===== config.mk =====
export PLATFORM = sky130hd
export DESIGN_NAME = decode_immed_ctrl
export DESIGN_NICKNAME = d
export VERILOG_FILES = /design/src/rtl/decode_immed_ctrl_pkg.sv /design/src/rtl/decode_immed_ctrl_immed_gen.sv /design/src/rtl/decode_immed_ctrl.sv
export SDC_FILE = /design/constraint.sdc
export NUM_CORES = 1
export LEC_CHECK = 0
export BUFFER_PORTS_ARGS = -buffer_cell sky130_fd_sc_hd__buf_2
export CAP_MARGIN = 25
export CORE_ASPECT_RATIO = 0.6
export CORE_MARGIN = 5
export CORE_UTILIZATION = 50
export CTS_CLUSTER_DIAMETER = 100
export CTS_CLUSTER_SIZE = 16
export DETAILED_ROUTE_END_ITERATION = 12
export PLACE_DENSITY = 0.84
export SETUP_SLACK_MARGIN = 0.5
export SLEW_MARGIN = 20
export SYNTH_ARGS = -nofsm -noshare
export SYNTH_HDL_FRONTEND = slang
export SYNTH_SLANG_ARGS = --single-unit

===== constraint.sdc =====
create_clock -name clk -period 4.9 [get_ports clk]
set_input_delay 0.49 -clock clk [delete_from_list [all_inputs] [get_ports clk]]
set_output_delay 0.49 -clock clk [all_outputs]
set_load 0.005 [all_outputs]

===== src/rtl/decode_immed_ctrl_pkg.sv =====
// Shared definitions for the decode/immediate stage: opcodes, immediate
// format codes, FSM states and the opcode decode helper.
package decode_immed_ctrl_pkg;

    // Base-ISA major opcodes (instr[6:0]).
    localparam logic [6:0] OpLoad   = 7'b0000011;
    localparam logic [6:0] OpImm    = 7'b0010011;
    localparam logic [6:0] OpJalr   = 7'b1100111;
    localparam logic [6:0] OpSystem = 7'b1110011;
    localparam logic [6:0] OpStore  = 7'b0100011;
    localparam logic [6:0] OpBranch = 7'b1100011;
    localparam logic [6:0] OpJal    = 7'b1101111;
    localparam logic [6:0] OpLui    = 7'b0110111;
    localparam logic [6:0] OpAuipc  = 7'b0010111;
    localparam logic [6:0] OpReg    = 7'b0110011;

    // Marker value presented as the immediate of an unrecognised opcode.
    localparam logic [31:0] IllegalImmed = 32'hDEADBEEF;

    // Immediate format code; the encoding is visible on out_sel.
    typedef enum logic [2:0] {
        FmtI    = 3'b000,
        FmtS    = 3'b001,
        FmtB    = 3'b010,
        FmtJ    = 3'b011,
        FmtU    = 3'b100,
        FmtNone = 3'b111
    } imm_fmt_e;

    typedef enum logic [0:0] {
        StRun  = 1'b0,
        StTrap = 1'b1
    } state_e;

    typedef struct packed {
        imm_fmt_e fmt;
        logic     has_imm;
        logic     illegal;
    } decode_t;

    // Classify a major opcode. R-type carries no immediate and is not
    // illegal; its fmt is FmtNone so the generator produces zero.
    function automatic decode_t decode_opcode(input logic [6:0] op);
        decode_t d;
        d.fmt     = FmtNone;
        d.has_imm = 1'b1;
        d.illegal = 1'b0;
        case (op)
            OpLoad, OpImm, OpJalr, OpSystem: d.fmt = FmtI;
            OpStore:                         d.fmt = FmtS;
            OpBranch:                        d.fmt = FmtB;
            OpJal:                           d.fmt = FmtJ;
            OpLui, OpAuipc:                  d.fmt = FmtU;
            OpReg:                           d.has_imm = 1'b0;
            default: begin
                d.has_imm = 1'b0;
                d.illegal = 1'b1;
            end
        endcase
        return d;
    endfunction

endpackage


===== src/rtl/decode_immed_ctrl_immed_gen.sv =====
// ImmedGen: assembles the sign-extended immediate for the selected format
// from instruction bits [31:7]. FmtNone yields zero.
module ImmedGen
    import decode_immed_ctrl_pkg::*;
(
    input  logic [31:7] instr_i,
    input  imm_fmt_e    fmt_i,
    output logic [31:0] immed_o
);

    // Pure bit-shuffle per format; sign always comes from instr[31].
    always_comb begin
        immed_o = '0;
        case (fmt_i)
            FmtI: immed_o = {{21{instr_i[31]}}, instr_i[30:20]};
            FmtS: immed_o = {{21{instr_i[31]}}, instr_i[30:25], instr_i[11:7]};
            FmtB: immed_o = {{20{instr_i[31]}}, instr_i[7], instr_i[30:25],
                             instr_i[11:8], 1'b0};
            FmtJ: immed_o = {{12{instr_i[31]}}, instr_i[19:12], instr_i[20],
                             instr_i[30:21], 1'b0};
            FmtU: immed_o = {instr_i[31:12], 12'b0};
            default: immed_o = '0;
        endcase
    end

endmodule


===== src/rtl/decode_immed_ctrl.sv =====
// decode_immed_ctrl: one-stage decode of the immediate field with a
// valid/ready handshake on both sides and a TRAP state that parks an
// illegal instruction on the output until a flush.
// Optional build macro: DECODE_PERF_EN adds perf_accept / perf_stall counters.
module decode_immed_ctrl
    import decode_immed_ctrl_pkg::*;
#(
    parameter logic [2:0] RESET_SEL = 3'b000
) (
    input  logic        clk,
    input  logic        rst,
    input  logic        in_valid,
    output logic        in_ready,
    input  logic [31:0] in_instr,
    input  logic [31:0] in_pc,
    input  logic        flush,
    output logic        out_valid,
    input  logic        out_ready,
    output logic [31:0] out_immed,
    output logic [2:0]  out_sel,
    output logic [31:0] out_pc,
    output logic        out_has_imm,
    output logic        out_illegal
`ifdef DECODE_PERF_EN
    ,
    output logic [31:0] perf_accept,
    output logic [31:0] perf_stall
`endif
);

    state_e      state_q, state_d;
    logic        valid_q, valid_d;
    logic [31:0] immed_q, immed_d;
    logic [2:0]  sel_q, sel_d;
    logic [31:0] pc_q, pc_d;
    logic        has_imm_q, has_imm_d;
    logic        illegal_q, illegal_d;

    decode_t     dec;
    logic [31:0] gen_immed;
    logic [31:0] dec_immed;
    logic [2:0]  dec_sel;
    logic        accept;

    assign dec = decode_opcode(in_instr[6:0]);

    ImmedGen u_immed_gen (
        .instr_i (in_instr[31:7]),
        .fmt_i   (dec.fmt),
        .immed_o (gen_immed)
    );

    // Final immediate and select code as presented to execute.
    always_comb begin
        dec_immed = gen_immed;
        dec_sel   = dec.fmt;
        if (dec.illegal) begin
            dec_immed = IllegalImmed;
        end else if (!dec.has_imm) begin
            dec_immed = '0;
            dec_sel   = RESET_SEL;
        end
    end

    // Ready whenever running and the output slot is free or draining now.
    assign in_ready = (state_q == StRun) && (!valid_q || out_ready);
    assign accept   = in_valid && in_ready;

    // Next-state: flush beats everything, TRAP freezes, else load/drain.
    always_comb begin
        state_d   = state_q;
        valid_d   = valid_q;
        immed_d   = immed_q;
        sel_d     = sel_q;
        pc_d      = pc_q;
        has_imm_d = has_imm_q;
        illegal_d = illegal_q;
        if (flush) begin
            state_d = StRun;
            valid_d = 1'b0;
        end else if (state_q == StTrap) begin
            valid_d = 1'b1;
        end else if (accept) begin
            valid_d   = 1'b1;
            immed_d   = dec_immed;
            sel_d     = dec_sel;
            pc_d      = in_pc;
            has_imm_d = dec.has_imm;
            illegal_d = dec.illegal;
            state_d   = dec.illegal ? StTrap : StRun;
        end else if (out_ready) begin
            valid_d = 1'b0;
        end
    end

    // FSM and output register file; synchronous reset dominates flush.
    always_ff @(posedge clk) begin
        if (rst) begin
            state_q   <= StRun;
            valid_q   <= 1'b0;
            immed_q   <= '0;
            sel_q     <= RESET_SEL;
            pc_q      <= '0;
            has_imm_q <= 1'b0;
            illegal_q <= 1'b0;
        end else begin
            state_q   <= state_d;
            valid_q   <= valid_d;
            immed_q   <= immed_d;
            sel_q     <= sel_d;
            pc_q      <= pc_d;
            has_imm_q <= has_imm_d;
            illegal_q <= illegal_d;
        end
    end

    assign out_valid   = valid_q;
    assign out_immed   = immed_q;
    assign out_sel     = sel_q;
    assign out_pc      = pc_q;
    assign out_has_imm = has_imm_q;
    assign out_illegal = illegal_q;

`ifdef DECODE_PERF_EN
    logic [31:0] perf_accept_q;
    logic [31:0] perf_stall_q;

    // Free-running wrap-around counters of handshakes and output stalls.
    always_ff @(posedge clk) begin
        if (rst) begin
            perf_accept_q <= '0;
            perf_stall_q  <= '0;
        end else begin
            if (accept) begin
                perf_accept_q <= perf_accept_q + 32'd1;
            end
            if (valid_q && !out_ready) begin
                perf_stall_q <= perf_stall_q + 32'd1;
            end
        end
    end

    assign perf_accept = perf_accept_q;
    assign perf_stall  = perf_stall_q;
`endif

endmodule

Word-level counts from Yosys, hierarchy flattened
Cells that the tools add are included.
- $add $sub $neg: 0
- equality and inequality tests: 14
- bitwise gates (word level): 2
- shift operators: 0
- multipliers: 0
- multiplexer cells: 13
- divide/modulo/power cells: 0
- magnitude comparators: 0
- reduce and logical (&&, ||, !) cells: 12
- operator list (operator ; number):
    case mux 32 bit (5 select lines) ; 1
    two-way mux 32 bit ; 2
    equality test 7 bit, second input constant ; 4
    equality test 7 x 6 -> 1 bit, second input constant ; 3
    case mux 3 bit (5 select lines) ; 1
    equality test 7 x 5 -> 1 bit, second input constant ; 2
    OR reduction 10 bit ; 1
    OR reduction 9 bit ; 1
    equality test 7 x 2 -> 1 bit, second input constant ; 1
    two-way mux 1 bit ; 7
    equality test 3 x 2 -> 1 bit, second input constant ; 2
    two-way mux 3 bit ; 2
    OR reduction 2 bit ; 2
    OR reduction 4 bit ; 1
    equality test 3 x 1 -> 1 bit, second input constant ; 1
    equality test 3 bit, second input constant ; 1
    logical NOT 3 bit ; 1
    AND reduction 3 bit ; 1
    nonzero test 3 bit ; 1
    logical AND 1 bit ; 2
    NOT 1 bit ; 2
    logical NOT 1 bit ; 1
    logical OR 1 bit ; 1
- word-level logic and storage cells: 48
- ROM bits: 0
- bits in registers: 71
- memories kept: 0
- latch bits: 0
- output and inout bits: 71
- memory bits (writable): 0

Depth between registers and ports, before layout
Gate-level depths: netlist of run 1.
- depth in word-level cells: 7
- mapped depth: 8
- gate-level depth less buffers: 5

Hierarchy
From an unflattened synthesis of run 1, not the netlist that was laid out.
- cells, all modules: 377
- area total of the unflattened synthesis: 3149.3 µm²
- modules (own cells, without submodules) (module ; instances ; cells an instance ; area an instance (µm²)):
    decode_immed_ctrl ; 1 ; 304 ; 2655.0
    ImmedGen ; 1 ; 73 ; 494.2

Least setup slack after synthesis of run 1
OpenSTA, ideal clock, no wires.
- path kind: input-to-reg
- start: in in_instr[4]
- end: reg immed_q[18] (netlist: out_immed[18])
- setup slack: 3037 ps
- stages: 7
- arrival: 1728 ps
- path through: buf_4 nand3b_1 o22ai_1 nor3_4 buf_6 a21oi_2 o22ai_2
- cells in the longest elaborated chain, start to end: 7
- ends and longest elaborated chain (element ; RTL line ; RTL):
    from (decl) ; decode_immed_ctrl.sv:14 ; input logic [31:0] in_instr,
    equality test 7 x 2 -> 1 bit, or another cell as far along ; decode_immed_ctrl_pkg.sv:48 ; case (op)
    OR reduction 4 bit or OR reduction 2 bit (tied branches) ; -- ;
    case mux 3 bit (5 select lines) ; decode_immed_ctrl_pkg.sv:48 ;
    equality test 3 bit, or another cell as far along ; decode_immed_ctrl_immed_gen.sv:14 ; case (fmt_i)
    case mux 32 bit (5 select lines) ; decode_immed_ctrl_immed_gen.sv:14 ;
    two-way mux 32 bit ; decode_immed_ctrl.sv:59 ; end else if (!dec.has_imm) begin
    two-way mux 32 bit * ; decode_immed_ctrl.sv:57 ; if (dec.illegal) begin
    to (signal assigned) ; decode_immed_ctrl.sv:109 ; immed_q <= immed_d;
    to (decl) ; decode_immed_ctrl.sv:33 ; logic [31:0] immed_q, immed_d;
Every way passes the cells marked *; elsewhere a longest branch is shown, timed or not.
A chain may end at the register's enable or synchronous reset.

Worst setup path in the final report of run 1
- start: reg valid_q (netlist: out_valid)
- end: reg immed_q[2] (netlist: out_immed[2])
- cells in the longest elaborated chain, start to end: 5
- ends and longest elaborated chain (element ; RTL line ; RTL):
    from (decl) ; decode_immed_ctrl.sv:32 ; logic valid_q, valid_d;
    from (signal assigned) ; decode_immed_ctrl.sv:108 ; valid_q <= valid_d;
    logical NOT 1 bit ; decode_immed_ctrl.sv:66 ; assign in_ready = (state_q == StRun) && (!valid_q || out_ready);
    logical OR 1 bit ; decode_immed_ctrl.sv:66 ;
    logical AND 1 bit ; decode_immed_ctrl.sv:66 ;
    logical AND 1 bit ; decode_immed_ctrl.sv:67 ; assign accept = in_valid && in_ready;
    AND reduction 3 bit (no source line) ; -- ;
Every way passes these cells.

==> results of run 1 <==
-- sequential cells by signal, summed over array words and instances (netlist names) --
name	count
out_has_imm	1
out_illegal	1
out_immed	32
out_pc	32
out_sel	3
out_valid	1
state_q	1
-- cells in the mapped netlist, types with 2 or more instances --
cell type,count,area share
nand2_1,73,0.089
dfxtp_1,71,0.46
a21oi_1,63,0.10
nor2_1,22,0.027
clkbuf_1,16,0.019
nor3_1,14,0.023
buf_2,11,0.018
o22ai_1,11,0.022
a21boi_0,8,0.019
a21oi_2,8,0.023
o22ai_2,8,0.032
o21ai_0,7,0.011
a211oi_1,6,0.015
a22oi_1,4,0.0097
a31oi_1,4,0.0081
buf_4,3,0.0073
nand3_1,3,0.0049
nand3b_1,3,0.0073
nor2b_1,3,0.0061
a31o_2,2,0.0057
and3b_1,2,0.0057
buf_6,2,0.0073
inv_2,2,0.0024
nand4_1,2,0.0041
nor3b_1,2,0.0049
o21ai_1,2,0.0032
or4_1,2,0.0049
xnor2_1,2,0.0057
-- path summary, 6_finish.rpt --
check                                            start                        end
worst min register to register  out_pc[4]$_SDFFE_PP0P_     out_pc[4]$_SDFFE_PP0P_
worst max-delay path            out_valid$_SDFFE_PP0P_  out_immed[2]$_SDFFE_PP0P_
worst min-delay path                         in_pc[10]    out_pc[10]$_SDFFE_PP0P_
worst max register to register  out_valid$_SDFFE_PP0P_  out_immed[2]$_SDFFE_PP0P_
-- worst max-delay path, stage by stage, from the launching register on --
cell	delay (ns)
dfxtp_1	0.36
a2111o_2	0.56
nor3_4	0.80
a21oi_1	0.11
o22ai_1	0.16
-- metal layers --
layer	GRT usage	up-vias
met5	0	-
met4	0.05668	0
met1	0.3052	1468
li1	-	1539
met2	0.3213	137
met3	0.07521	13
-- area by class of cell --
| type | instances | area share |
|---|---|---|
| multi-input combinational | 263 | 0.3803 |
| sequential | 71 | 0.3588 |
| timing repair buffer | 143 | 0.1832 |
| clock buffer | 13 | 0.03759 |
| tap | 84 | 0.02653 |
| clock inverter | 3 | 0.01074 |
| inverter | 3 | 0.002843 |
-- where the power goes --
part | switching, mW | total, mW | internal [mW] | leakage (nW)
Clock | 0.201 | 0.450 | 0.249 | 0.0936
Sequential | 0.0192 | 0.630 | 0.610 | 0.582
Combinational | 0.105 | 0.189 | 0.0835 | 1.05
-- logic make-up (layout without fill, tap and decap cells) --
logic type,count (synthesis),in the layout
buffers and inverters,35,162
DFF,71,71
and+or+nand+nor,133,133
xor gates and xnor gates,2,2
AOI/OAI and AO/OA,128,128
-- cells in the final DEF (no fill, tap or decap), types with 2 or more instances in the layout --
cell,n
a21oi_2,8
or4_1,2
a21oi_1,63
nand2_1,73
a211oi_1,6
buf_2,139
nand3b_1,3
and3b_1,2
o22ai_1,11
nor2_1,22
nor2b_1,3
buf_4,4
a31o_2,2
o21ai_0,7
a31oi_1,4
o22ai_2,8
nor3b_1,2
clkbuf_1,3
clkbuf_8,10
inv_2,2
nand4_1,2
o21ai_1,2
dfxtp_1,71
nor3_1,14
nand3_1,3
a22oi_1,4
a21boi_0,8
xnor2_1,2
-- metrics by stage --
step	worst slack, ns	hold slack [ns]
3_3_place_gp	2.637	0.4351
4_1_cts	2.860	0.3691
2_1_floorplan	3.037	0.4460
5_1_grt	2.716	0.3716
6_report	2.826	0.3839
3_5_place_dp	2.567	0.4413
==> qor.yml, run 1 <==
dp_hpwl_um: 6406
top_layer: "met4"
clock_skew_ns: 0.005078
cap_violations: 0
fp.coreArea_um2: 6056
netlist_area_um2: 3085
end_kind: "flip-flop"
cp.required_ns: 5.16
syn_nets: 438
portBuffers: 139
drtAntennaViolNets: 0
stdcell_area_um2: 3961
p_leak_nw: 1.725
ctsResizeCount: 0
regArea_um2: 1421
cts_max_path_buffers: 2
worstSetupStartpointType: "flip-flop"
crit_path_max_fanout: 19
root_buffer: "clkbuf_8"
track_usage: 0.2173
min_period_over_period: 0.4232
io_pins: 140
synth_edf_count: 0
ys_seq_area_frac: 0.4607
layout-drive-gt1-share: 0.3710
area_growth_pct: 28.39
synth-xor-area-share: 0.005677
start_util: 0.5095
htreeDepth: 3
reg2reg_depth: 4
layout.nets: 560
clock-sinks: 71
max_clock_freq_mhz: 482.3
netlist_instances: 369
hold_path.class: "in2reg"
dr_wl_met2_um: 3814
dp_cells: 564
crit_arrival_ns: 2.33
peakVddDrop_mv: 0.1569
synth_seq_cells: 71
final-instance-count-excl-fill: 580
synth-compound-area-share: 0.2749
grt_overflow: 0
finalSetupViolCount: 0
tns_ns: 0
synth_adder_area_share: 0
n_fill_cell: 538
cts_hold_buf: 0
gp_congestion: 0.8404
wl_per_cell_um: 15.22
wl_um: 8825
report.final.slew_viol_count: 0
cts_buffers: 9
rrSetupSlack_ns: 2.83
holdPathStages: 3
yosys.area_share.simple: 0.2032
clk_pin_slew_ns: 0.07
diodes: 0
dieArea_um2: 7894
met1_length_um: 4074
multi_input_area_um2: 1506
min_period_ns: 2.074
vias_per_cell: 5.443
critPathKind: "reg2reg"
dpl_cell_area_um2: 3770
grt_max_degree: 71
ys_async_sr_fraction: 0
synthMuxAreaShare: 0
first_global_vias: 2894
first_pass_iters: 5
fp-row-count: 22
grt_antenna_before_repair: 0
synth-main-ff-cell: "dfxtp_1"
synth_cell_types: 41
drc: 0
die_w_um: 111.4
final_util: 0.6541
clkLatencyLatePin_ns: 0.34
syn-mean-instance-area_um2: 8.362
yosysWarnings: 0
relSlewSlack: 0.3917
tightest_slew_ns: 0.9095
wl_met3_um: 848
cts_setup_buffers: 0
via_count: 3157
hold_viol: 0
power.density_nw_per_um2: 320.1
power.total_mw: 1.268
cts_tree: "done"
grt_pass1_wl_um: 14030
synth_top_family_by_area: "compound AO/OA/AOI/OAI gates"
fp.dieH_um: 70.85
dr.first_iter.drc_count: 277
status: "finished clean"
grt_setup_unrepaired: "no"
(Power assumes the default switching activity.)
==> inputs of run 2 (changes only) <==
--- a/config.mk
+++ b/config.mk
@@ -9,11 +9,11 @@
 export CAP_MARGIN = 25
 export CORE_ASPECT_RATIO = 0.6
 export CORE_MARGIN = 5
-export CORE_UTILIZATION = 50
+export CORE_UTILIZATION = 42
 export CTS_CLUSTER_DIAMETER = 100
 export CTS_CLUSTER_SIZE = 16
 export DETAILED_ROUTE_END_ITERATION = 12
-export PLACE_DENSITY = 0.84
+export PLACE_DENSITY = 0.76
 export SETUP_SLACK_MARGIN = 0.5
 export SLEW_MARGIN = 20
 export SYNTH_ARGS = -nofsm -noshare
==> constraint.sdc (replaced) <==
create_clock -name clk -period 1.78 [get_ports clk]
set_input_delay 0.178 -clock clk [delete_from_list [all_inputs] [get_ports clk]]
set_output_delay 0.178 -clock clk [all_outputs]
set_load 0.005 [all_outputs]
==> run 2 against run 1 <==
- largest cell class unchanged
- highest routed layer unchanged
- worst hold slack got worse by 0.30 ns
- critical path type unchanged
- combinational power rose to 3.9 times the previous value
- clock skew down 0.0024 ns
- power increased to 3.4 times the previous value
- largest power group is now clock
- sequential share of layout area shrank 6.8 points
- wire length is 26% higher
==> qor.yml, run 2 (synthesis results as in run 1) <==
slowest_delay_ns: 0.34  # -0.46 ns
grt_antenna_before_repair: 0  # unchanged
cts_max_path_buffers: 2  # unchanged
finalSetupViolCount: 0  # unchanged
holdPathStages: 3  # unchanged
crit_slowest_cell: "dfxtp_4"
grt_max_degree: 40  # -44%
drtAntennaViolNets: 0  # unchanged
clk_pin_slew_ns: 0.06  # about the same
regArea_um2: 1425  # +0.26%
wl_per_cell_um: 18.28  # +20%
pwr-share-seq: 0.399  # -0.098
dr.first_iter.drc_count: 206  # -26%
reg2reg_depth: 7  # +3
fp-row-count: 24  # +9.1%
htreeDepth: 3  # unchanged
p_leak_nw: 2.158  # +25%
n_fill_cell: 538  # unchanged
relSlewSlack: 0.6159  # +0.2242
cp_cell_sequence: "buf_6 -> a2111oi_4 -> buf_6 -> buf_6 -> clkbuf_16 -> nand2_2 -> a21oi_2"
hp-start: "in_pc[21]"
track_usage: 0.2181  # +0.0007979
fp.coreArea_um2: 7207  # +19%
clock-sinks: 71  # unchanged
dieArea_um2: 9216  # +17%
grt_setup_unrepaired: "yes"
first_pass_iters: 5  # unchanged
first_global_vias: 3097  # +7.0%
start_util: 0.4281  # -0.08138
cts_buffers: 9  # unchanged
io_pins: 140  # unchanged
mostFrequentLayoutCells: "buf_2 (138), dfxtp_1 (70), nand2_1 (45)"
critPathKind: "reg2reg"
power.density_nw_per_um2: 889.2  # +180%
cp.required_ns: 2.04  # -3.12 ns
peakVddDrop_mv: 0.6090  # +290%
layout.nets: 581  # +3.8%
final_util: 0.6799  # +0.02573
grt_overflow: 0  # unchanged
cp_common_cell: "buf_6"
fp.dieH_um: 76.39  # +7.8%
multi_input_area_um2: 1974  # +31%
p_sw_mw: 1.126  # +250%
wl_um: 11110  # +26%
min_period_ns: 1.586  # -0.4877 ns
p_int_mw: 3.231  # +240%
hold_path.class: "in2reg"
clock_skew_ns: 0.002715  # -0.002363 ns
min_period_over_period: 0.8909  # +0.4677
rr_endpoint: "out_pc[24]$_SDFFE_PP0P_"
swShare: 0.2585  # +0.002006
status: "finished clean"
crit_path_max_fanout: 7  # -12
worstSetupStartpointType: "flip-flop"
r2r-start: "out_valid$_SDFFE_PP0P_"
report.final.slew_viol_count: 0  # unchanged
portBuffers: 139  # unchanged
vias_per_cell: 5.556  # +2.1%
gp_congestion: 0.9706  # +15%
cap_violations: 0  # unchanged
hold_viol: 0  # unchanged
crit_arrival_ns: 1.84  # -0.49 ns
share_comb_of_total_power: 0.169  # +0.020
grt_pass1_wl_um: 15970  # +14%
rrSetupSlack_ns: 0.19  # -2.63 ns
pwr-share-clk: 0.433  # +0.078
layout-drive-gt1-share: 0.5687  # +0.1977
diodes: 0  # unchanged
dp_hpwl_um: 6992  # +9.1%
tns_ns: 0  # unchanged
area_growth_pct: 58.80
via_count: 3378  # +7.0%
end_kind: "flip-flop"
root_buffer: "clkbuf_16"
clkLatencyLatePin_ns: 0.33  # about the same
drc: 0  # unchanged
cts_tree: "done"
die_w_um: 120.7  # +8.3%
cts_hold_buf: 0  # unchanged
hold_end: "out_pc[21]$_SDFFE_PP0P_"
tightest_slew_ns: 0.5761  # -0.3333 ns
max_clock_freq_mhz: 630.6  # +31%
mostFrequentLayoutCell: "buf_2"
run 2: through the flow:
step           setup WS [ns]  total power [mW]  hold WS (ns)  cells  cell area (um^2)
2_1_floorplan         0.2432             2.071        0.2433    369              3187
3_3_place_gp          0.1568             2.305        0.4187    581              3933
3_5_place_dp          0.1075             2.319        0.4261    581              3933
4_1_cts               0.2507             4.232       0.07381    603              4390
5_1_grt               0.1435             4.527       0.07627    608              4900
6_report              0.1942             4.357       0.08245    608              4900
run 2: layout make-up:
type | instances | share of cell area
sequential | 71 | 0.2909
tap | 91 | 0.02324
clock buffer | 9 | 0.04597
inverter | 3 | 0.002298
clock inverter | 7 | 0.01788
multi-input combinational | 263 | 0.4030
timing repair buffer | 164 | 0.2168
run 2: routing by layer:
layer | part of all wire | GRT usage
met2 | 0.46 | 0.3331
met4 | 0.012 | 0.05204
met5 | 0 | 0
met1 | 0.44 | 0.2918
met3 | 0.086 | 0.08309
run 2: worst max path at each step:
stage	start	endpoint	slack, ns	cells past startpoint
floorplan	out_valid$_SDFFE_PP0P_	out_immed[18]$_SDFFE_PP0P_	0.24	6
global placement	in_instr[6]	out_immed[19]$_SDFFE_PP0P_	0.16	7
finish	out_valid$_SDFFE_PP0P_	out_pc[24]$_SDFFE_PP0P_	0.19	7
global route	out_valid$_SDFFE_PP0P_	out_pc[24]$_SDFFE_PP0P_	0.14	7
CTS	out_valid$_SDFFE_PP0P_	out_immed[15]$_SDFFE_PP0P_	0.25	5
detailed placement	in_instr[2]	out_sel[0]$_SDFFE_PP0P_	0.11	6
run 2: repair_timing:
| item | CTS | global route |
|---|---|---|
| gates cloned | 2 | 2 |
| setup endpoints to repair | 69 | 71 |
| pin swaps | 3 | 57 |
| gates resized for setup | 18 | 108 |
| buffers inserted | 4 | 3 |
| hold endpoints to repair | 0 | 0 |
run 2: critical path: cells and delay by family (launching register included):
| family | cells | cell delay (ns) |
|---|---|---|
| AO/OA/AOI/OAI | 2 | 0.47 |
| flip-flops | 1 | 0.34 |
| AND/OR/NAND/NOR | 1 | 0.07 |
| buffers and inverters | 4 | 0.62 |
run 2: power groups by stage:
stage | Sequential (mW) | Clock, mW | Combinational (mW)
2_1_floorplan | 1.77 | 0 | 0.300
3_3_place_gp | 1.77 | 0 | 0.539
3_5_place_dp | 1.77 | 0 | 0.552
4_1_cts | 1.73 | 1.90 | 0.596
5_1_grt | 1.75 | 1.99 | 0.792
6_report | 1.74 | 1.89 | 0.734
==> inputs of run 3 (changes only) <==
--- a/config.mk
+++ b/config.mk
@@ -9,11 +9,11 @@
 export CAP_MARGIN = 25
 export CORE_ASPECT_RATIO = 0.6
 export CORE_MARGIN = 5
-export CORE_UTILIZATION = 42
+export CORE_UTILIZATION = 50
 export CTS_CLUSTER_DIAMETER = 100
 export CTS_CLUSTER_SIZE = 16
 export DETAILED_ROUTE_END_ITERATION = 12
-export PLACE_DENSITY = 0.76
+export PLACE_DENSITY = 0.84
 export SETUP_SLACK_MARGIN = 0.5
 export SLEW_MARGIN = 20
 export SYNTH_ARGS = -nofsm -noshare
==> constraint.sdc (replaced) <==
create_clock -name clk -period 2 [get_ports clk]
set_input_delay 0.1 -clock clk [delete_from_list [all_inputs] [get_ports clk]]
set_output_delay 0.1 -clock clk [all_outputs]
set_load 0.005 [all_outputs]
==> run 3 against run 2 <==
- die area decreased by 14%
- critical endpoint is now out_immed[30]$_SDFFE_PP0P_
- clock-buffer cell count increased by 2
- utilization increased by 4.1 points
- fmax increased by 1.1%
- critical path type unchanged
- largest power group is now registers
- non-clock buffer count increased by 13
==> qor.yml, run 3 (synthesis results as in run 1) <==
critPathKind: "reg2reg"
report.final.slew_viol_count: 0  # unchanged
hold_slack_ns: 0.009881  # -0.07257 ns
die_w_um: 111.4  # -7.7%
reg2reg_depth: 5  # -2
dp_cells: 574  # -1.2%
cts_buffers: 9  # unchanged
hold_path.class: "in2reg"
n_fill_cell: 497  # -7.6%
cts_max_path_buffers: 2  # unchanged
drc: 0  # unchanged
share_comb_of_total_power: 0.166  # -0.003
grt_pass1_wl_um: 15840  # -0.82%
pwr-share-seq: 0.484  # +0.085
mostFrequentLayoutCell: "buf_2"
cp.required_ns: 2.25  # +0.21 ns
fp.dieH_um: 70.85  # -7.3%
fp.coreArea_um2: 6056  # -16%
wl_um: 9885  # -11%
first_global_vias: 3161  # +2.1%
dr.first_iter.drc_count: 258  # +25%
min_period_ns: 1.569  # -0.01723 ns
grt_antenna_before_repair: 0  # unchanged
fp-row-count: 22  # -8.3%
layout-drive-gt1-share: 0.3906  # -0.1781
root_buffer: "clkbuf_8"
regArea_um2: 1423  # -0.18%
grt_max_degree: 50  # +25%
diodes: 0  # unchanged
dp_hpwl_um: 6767  # -3.2%
io_pins: 140  # unchanged
layout.nets: 594  # +2.2%
vias_per_cell: 5.362  # -3.5%
end_kind: "flip-flop"
cap_violations: 0  # unchanged
wl_per_cell_um: 16.10  # -12%
htreeDepth: 3  # unchanged
power.density_nw_per_um2: 730.3  # -18%
tightest_slew_ns: 0.5513  # -0.02486 ns
portBuffers: 139  # unchanged
area_growth_pct: 41.44
status: "finished clean"
worstSetupStartpoint: "out_valid$_SDFFE_PP0P_"
p_int_mw: 2.355  # -27%
first_pass_iters: 4  # -1
crit_arrival_ns: 1.82  # -0.02 ns
p_sw_mw: 0.8317  # -26%
peakVddDrop_mv: 0.5340  # -12%
tns_ns: 0  # unchanged
grt_setup_unrepaired: "yes"
hold_viol: 0  # unchanged
pwr-share-clk: 0.351  # -0.082
rr_endpoint: "out_immed[30]$_SDFFE_PP0P_"
finalSetupViolCount: 0  # unchanged
track_usage: 0.2447  # +0.02656
clkLatencyLatePin_ns: 0.33  # about the same
relSlewSlack: 0.6325  # +0.01657
clock-sinks: 71  # unchanged
p_leak_nw: 1.930  # -11%
crit_path_max_fanout: 10  # +3
gp_congestion: 0.8251  # -15%
clk_pin_slew_ns: 0.07  # about the same
r2r-start: "out_valid$_SDFFE_PP0P_"
via_count: 3292  # -2.5%
grt_overflow: 0  # unchanged
final-instance-count-excl-fill: 614  # +0.99%
swShare: 0.2610  # +0.002515
mostFrequentLayoutCells: "buf_2 (139), nand2_1 (72), dfxtp_1 (70)"
multi_input_area_um2: 1538  # -22%
endpoint: "out_immed[30]$_SDFFE_PP0P_"
start_util: 0.5095  # +0.08138
drtAntennaViolNets: 0  # unchanged
cts_tree: "done"
rrSetupSlack_ns: 0.43  # +0.24 ns
clock_skew_ns: 0.008222  # +0.005507 ns
dieArea_um2: 7894  # -14%
max_clock_freq_mhz: 637.5  # +1.1%
min_period_over_period: 0.7843  # -0.1066
worstSetupStartpointType: "flip-flop"
## run 3: cell type report
class,instances,area share
clock inverter,5,0.01319
multi-input combinational,263,0.3523
timing repair buffer,177,0.2494
inverter,3,0.002580
tap,84,0.02408
clock buffer,11,0.03240
sequential,71,0.3260
## run 3: timing repair
action                                 in CTS  in global routing
hold buffers                               19                  1
resized for setup                           8                  8
setup buffers                               2                  1
endpoints found under the hold margin      20                  1
pin swaps                                   1                  2
cloned                                      0                  1
setup endpoints to repair                  27                 38
## run 3: per-layer routing
layer,GRT usage,wire length (um),up-vias
met5,0,0,-
li1,-,-,1614
met1,0.3219,4213,1537
met2,0.3901,4714,135
met3,0.08632,886,6
met4,0.05803,72,0
## run 3: worst min-delay path by stage
stage / start / endpoint / slack (ns) / cells after the start
after floorplan: flush / out_valid$_SDFFE_PP0P_ / 0.17 / 1
after CTS: in_pc[30] / out_pc[30]$_SDFFE_PP0P_ / 0.0009 / 3
after global placement: flush / out_valid$_SDFFE_PP0P_ / 0.34 / 2
after detailed placement: in_pc[28] / out_pc[28]$_SDFFE_PP0P_ / 0.34 / 3
after global routing: in_pc[0] / out_pc[0]$_SDFFE_PP0P_ / 0.002 / 3
final: in_pc[26] / out_pc[26]$_SDFFE_PP0P_ / 0.01 / 3
## run 3: power by group through the flow
stage / registers [mW] / clock network, mW / logic (mW)
CTS: 1.54 / 1.15 / 0.513
floorplan: 1.58 / 0 / 0.251
global placement: 1.57 / 0 / 0.462
global route: 1.55 / 1.21 / 0.579
detailed placement: 1.57 / 0 / 0.471
finish: 1.54 / 1.12 / 0.528
## run 3: critical path, cell delays in order (launching register included)
cell and delay [ns]:
dfxtp_2 0.35, a2111o_2 0.51, nor3_4 0.26, buf_6 0.20
a21oi_1 0.06, o22ai_1 0.12
## run 3: per-stage QoR
stage                     worst slack (ns)  instance area, um^2  total power, mW  utilization
after global placement              0.1263                 3859            2.030       0.6372
after floorplan                     0.4631                 3093            1.827            -
after global routing                0.3398                 4364            3.343       0.7207
after CTS                           0.4544                 4294            3.200       0.7091
after detailed placement           0.06118                 3859            2.043       0.6372
final                               0.4314                 4364            3.187       0.7207
